**src/rtl/ast_arb_pkg.sv**
```systemverilog
// Shared types and the round-robin search used by the packet arbiter.
package ast_arb_pkg;

    typedef enum logic {
        IDLE = 1'b0,
        BUSY = 1'b1
    } state_t;

    localparam int MAX_IN    = 16;
    localparam int MAX_IDX_W = 4;

    typedef struct packed {
        logic                 found;
        logic [MAX_IDX_W-1:0] idx;
    } pick_t;

    // Scan ptr, ptr+1, ... wrapping at n; candidates stay below n while ptr < n.
    function automatic pick_t rr_pick(input logic [MAX_IN-1:0]    req,
                                      input logic [MAX_IDX_W-1:0] ptr,
                                      input int                   n);
        pick_t               p;
        int                  cand;
        logic [MAX_IDX_W-1:0] c4;
        p = '0;
        for (int k = 0; k < MAX_IN; k++) begin
            if (k < n) begin
                cand = int'(ptr) + k;
                if (cand >= n) cand = cand - n;
                c4 = cand[MAX_IDX_W-1:0];
                if (!p.found && req[c4]) begin
                    p.found = 1'b1;
                    p.idx   = c4;
                end
            end
        end
        return p;
    endfunction

endpackage

```
**src/rtl/rr_arbiter.sv**
```systemverilog
// Combinational round-robin picker: request vector plus pointer to one-hot and binary grant.
module rr_arbiter
    import ast_arb_pkg::*;
#(
    parameter  int N_IN  = 4,
    localparam int IDX_W = $clog2(N_IN)
) (
    input  logic [N_IN-1:0]  i_req,
    input  logic [IDX_W-1:0] i_ptr,
    output logic [N_IN-1:0]  o_gnt_oh,
    output logic [IDX_W-1:0] o_gnt_idx
);

    pick_t w_pick;

    always_comb begin
        w_pick    = rr_pick(MAX_IN'(i_req), MAX_IDX_W'(i_ptr), N_IN);
        o_gnt_idx = IDX_W'(w_pick.idx);
        o_gnt_oh  = w_pick.found ? (N_IN'(1) << w_pick.idx) : '0;
    end

endmodule

```
**src/rtl/ast_packet_arbiter.sv**
```systemverilog
// Packet-granular round-robin merge of N_IN Avalon-ST sources onto one stream;
// the winning source index rides on the output channel field.
module ast_packet_arbiter
    import ast_arb_pkg::*;
#(
    parameter int DATA_W    = 8,
    parameter int EMPTY_W   = 1,
    parameter int CHANNEL_W = 2,
    parameter int N_IN      = 4
) (
    input  logic                      clk,
    input  logic                      arst_n,
    input  logic [N_IN*DATA_W-1:0]    in_ast_data,
    input  logic [N_IN-1:0]           in_ast_startofpacket,
    input  logic [N_IN-1:0]           in_ast_endofpacket,
    input  logic [N_IN-1:0]           in_ast_valid,
    input  logic [N_IN*EMPTY_W-1:0]   in_ast_empty,
    output logic [N_IN-1:0]           in_ast_ready,
    output logic [DATA_W-1:0]         out_ast_data,
    output logic                      out_ast_startofpacket,
    output logic                      out_ast_endofpacket,
    output logic                      out_ast_valid,
    output logic [EMPTY_W-1:0]        out_ast_empty,
    output logic [CHANNEL_W-1:0]      out_ast_channel,
    input  logic                      out_ast_ready,
    output logic                      drop_o
);

    localparam int IDX_W = $clog2(N_IN);

    state_t           r_state, w_state_nxt;
    logic [IDX_W-1:0] r_rr_ptr, w_rr_ptr_nxt;
    logic [IDX_W-1:0] r_grant, w_grant_nxt;
    logic [N_IN-1:0]  w_req, w_oop, w_gnt_oh;
    logic [IDX_W-1:0] w_win_idx;

    assign w_req = in_ast_valid & in_ast_startofpacket;
    assign w_oop = in_ast_valid & ~in_ast_startofpacket;

    rr_arbiter #(.N_IN(N_IN)) u_rr (
        .i_req     (w_req),
        .i_ptr     (r_rr_ptr),
        .o_gnt_oh  (w_gnt_oh),
        .o_gnt_idx (w_win_idx)
    );

    always_ff @(posedge clk or negedge arst_n) begin
        if (!arst_n) begin
            r_state  <= IDLE;
            r_rr_ptr <= '0;
            r_grant  <= '0;
        end else begin
            r_state  <= w_state_nxt;
            r_rr_ptr <= w_rr_ptr_nxt;
            r_grant  <= w_grant_nxt;
        end
    end

    // Payload fields follow the grant unconditionally; only valid is state-qualified.
    assign out_ast_data          = in_ast_data[32'(r_grant)*DATA_W +: DATA_W];
    assign out_ast_empty         = in_ast_empty[32'(r_grant)*EMPTY_W +: EMPTY_W];
    assign out_ast_startofpacket = in_ast_startofpacket[r_grant];
    assign out_ast_endofpacket   = in_ast_endofpacket[r_grant];
    assign out_ast_channel       = CHANNEL_W'(r_grant);

    always_comb begin
        w_state_nxt   = r_state;
        w_rr_ptr_nxt  = r_rr_ptr;
        w_grant_nxt   = r_grant;
        out_ast_valid = 1'b0;
        in_ast_ready  = '0;
        drop_o        = 1'b0;
        case (r_state)
            IDLE: begin
                // Discards are combinational, so hold them off while reset is asserted.
                in_ast_ready = w_oop & {N_IN{arst_n}};
                drop_o       = arst_n & (|w_oop);
                if (|w_gnt_oh) begin
                    w_grant_nxt = w_win_idx;
                    w_state_nxt = BUSY;
                end
            end
            BUSY: begin
                out_ast_valid         = in_ast_valid[r_grant];
                in_ast_ready[r_grant] = out_ast_ready;
                if (in_ast_valid[r_grant] && out_ast_ready && in_ast_endofpacket[r_grant]) begin
                    w_state_nxt  = IDLE;
                    w_rr_ptr_nxt = (r_grant == IDX_W'(N_IN - 1)) ? '0 : r_grant + 1'b1;
                end
            end
            default: ;
        endcase
    end

endmodule

```
**config.mk**
```make
export PLATFORM = sky130hd
export DESIGN_NAME = ast_packet_arbiter
export DESIGN_NICKNAME = d
export VERILOG_FILES = /design/src/rtl/ast_arb_pkg.sv /design/src/rtl/rr_arbiter.sv /design/src/rtl/ast_packet_arbiter.sv
export SDC_FILE = /design/constraint.sdc
export NUM_CORES = 1
export LEC_CHECK = 0
export BUFFER_PORTS_ARGS = -buffer_cell sky130_fd_sc_hd__clkbuf_2
export CAP_MARGIN = 0
export CORE_UTILIZATION = 43
export DETAILED_ROUTE_END_ITERATION = 8
export PLACE_DENSITY_LB_ADDON = 0.08
export SYNTH_ARGS = -nofsm -noshare
export SYNTH_HDL_FRONTEND = slang
export SYNTH_SLANG_ARGS = --single-unit
```
**constraint.sdc**
```tcl
create_clock -name clk -period 4.65 [get_ports clk]
set_input_delay 0.2325 -clock clk [delete_from_list [all_inputs] [get_ports clk]]
set_output_delay 0.2325 -clock clk [all_outputs]
set_load 0.005 [all_outputs]
```
==> results.cfg <==
[placed_design]
routabilityCongestion = 0.766
place_area_sq_um = 1270
io_buffers = 69
dp_hpwl_um = 2060
placed_cells = 181

[logic_synthesis]
synth-xor-area-share_pct = 0.951
synthCells = 90
ys_ff_latch = 5
synth_ff_type = dfrtp_1
synthAdderAreaFrac_pct = 9.51
seq_area_frac_synth_pct = 13.6
synth_fp_nets = 148
synth_edf_count = 0
muxShareOfSynthArea_pct = 39.1
ys_types = 38
synth_compound_area_share_pct = 14.5
async_flop_share_pct = 100
synth.avg_cell_area_sq_um = 10.2
yosys_warnings = 0
synth_top_family_by_area = multiplexers
syn-cell-area_sq_um = 921
synthSimpleGateAreaFrac_pct = 16.4

[clock_network]
htreeDepth = 1
clock-sinks = 5
cts_buffers = 3
cts_resized = 0
worstSkewPairLatency_ns = 0.24
path_clk_slew_ns = 0.05
cts_buffer_depth = 2
tritoncts = built
cts_root_buf = clkbuf_4

[sta]
finalHoldViolCount = 0
timing.fmax_mhz = 446
max-slew-margin-rel_pct = 45.6
worst_pin_slew_ns = 0.816
timing.final.crit_share_pct = 48.2
finClkSkew_ns = 0.00939
setup_tns_ns = 0
setup_viol = 0
slew_violations = 0
hold_ws_ns = 0.336
fin_crit_ns = 2.24
rsz0062_at_grt = false

[final_layout]
final_layout_size_suffix_gt1_share_pct = 58.5
final_common_cell = clkbuf_2
antenna_cells = 0
syn_to_final_growth_pct = 41.7
nets = 218
final_area_sq_um = 1310
n_fill_cell = 183
fin_cells = 186
final_cell_mix = clkbuf_2, mux4_2, nand3_1, o21ai_0, ha_1

[floorplan]
design.core.area_sq_um = 1980
initial_core_util_pct = 46.5
die_width_um = 48.3
die_area_sq_um = 2330
ios = 70
die_y_um = 48.3
rows = 16

[global_routing]
grt_max_degree = 18
antenna_found_initial = 0
grt_pass1_vias = 842
track_usage_pct = 20.5
overflow = 0
grt_pass1_wl_um = 3460

[routing]
wl_per_cell_um = 12.9
wl_met3_um = 195
drc = 0
drt_first_pass_iters = 4
wl_met1_um = 967
drt_first_iter_violations = 13
ant_nets = 0
dr.max_layer_used = met3
vias = 973
vias_per_cell = 5.23
drt_wl_total_um = 2410
wl_met2_um = 1240

[worst_setup_path]
crit_path_top_delay_cell = dfrtp_1
worst_ep_required_time_ns = 4.42
cp_top_family = flip-flops
worstPathArrival_ns = 2.01
critPathKind = flop to output port
cp_max_fo = 17
critPathMaxStageDelay_ns = 0.87
worst_setup_path_start_kind = flop
endpoint_kind = output port
worstPathCellList = mux4_2 > and2_4 > clkbuf_2
critPathBufInv = 1

[power_and_ir_drop]
vdd_ir_drop_max_v = 0.000391
power-per-cell-area_nw_per_um2 = 464
p_leak_nw = 0.655

[flow_run]
maxCapViolCount = 0

[hold_path]
hp-class = primary input to flop

[outcome]
status = complete, no violations
final cells by class:
| cell class | instances | area (sq um) | share of cell area [%] |
|---|---|---|---|
| multi-input cells | 74 | 742 | 56.9 |
| repair buffers | 70 | 355 | 27.2 |
| flip-flops and latches | 5 | 125 | 9.59 |
| well taps | 27 | 33.8 | 2.59 |
| clock buffers | 4 | 26.3 | 2.01 |
| inverters | 6 | 22.5 | 1.73 |
per-stage QoR:
step | util (%) | power, mW | worst slack [ns]
floorplan | - | 0.432 | 2.85
global placement | 64.0 | 0.550 | 2.47
detailed placement | 64.0 | 0.560 | 2.43
CTS | 65.8 | 0.613 | 2.38
global route | 65.8 | 0.674 | 2.29
finish | 65.8 | 0.605 | 2.41
path summary, 6_finish.rpt:
path                                    start       endpoint  slack, ns  cells after the start
max                        out_ast_channel[0]  out_ast_valid       2.41                      3
min                             out_ast_ready    r_rr_ptr[0]       0.34                      3
max reg2reg                out_ast_channel[0]    r_rr_ptr[1]       2.44                      4
min reg2reg                       r_rr_ptr[1]    r_rr_ptr[1]       0.66                      1
max in group asynchronous              arst_n    r_rr_ptr[1]       4.14                      2
min in group asynchronous              arst_n    r_rr_ptr[0]       0.35                      2
worst reg2reg max path, delay by kind of cell (launching register included):
kind / cells / cell delay [ns]
muxes: 2 / 0.93
and+or+nand+nor: 2 / 0.28
DFF: 1 / 0.87
layer usage:
layer | vias to the layer above | GRT usage (%)
li1 | 488 | -
met1 | 448 | 22.8
met2 | 37 | 41.1
met3 | 0 | 4.81
met4 | 0 | 0
met5 | - | 0
registers in the layout, summed over array words and instances, names as in the netlist:
register	cells
r_state	1
r_rr_ptr	2
out_ast_channel	2
synthesized netlist by cell type (2+ instances only):
library cell	number	area share [%]
o21ai_0	7	3.8
mux2i_1	3	3.3
ha_1	7	9.5
nand3_1	7	3.8
or2b_1	2	1.6
dfrtp_1	5	14
mux4_2	12	29
nand2_1	5	2.0
mux2_2	2	2.4
inv_1	5	2.0
a21oi_1	5	2.7
nand2b_1	3	2.0
nand2_2	2	1.4
report_power, final:
part           switching (mW)  internal, mW  total, mW
clock network          0.0180        0.0324     0.0505
registers              0.0783        0.0614      0.140
logic                   0.167         0.249      0.415
total                   0.263         0.342      0.605
cell families (layout without fill, tap and decap cells):
family	after synthesis	in the layout
xor gates and xnor gates	1	1
AOI/OAI and AO/OA	21	21
muxes	19	19
and+or+nand+nor	26	26
buffers and inverters	11	80
DFF	5	5
adders and majority gates	7	7
repair_timing:
item | in CTS | in global routing
hold buffers | 1 | 0
endpoints found under the hold margin | 5 | 0
buffers inserted | 0 | 0
(Power assumes the default switching activity.)
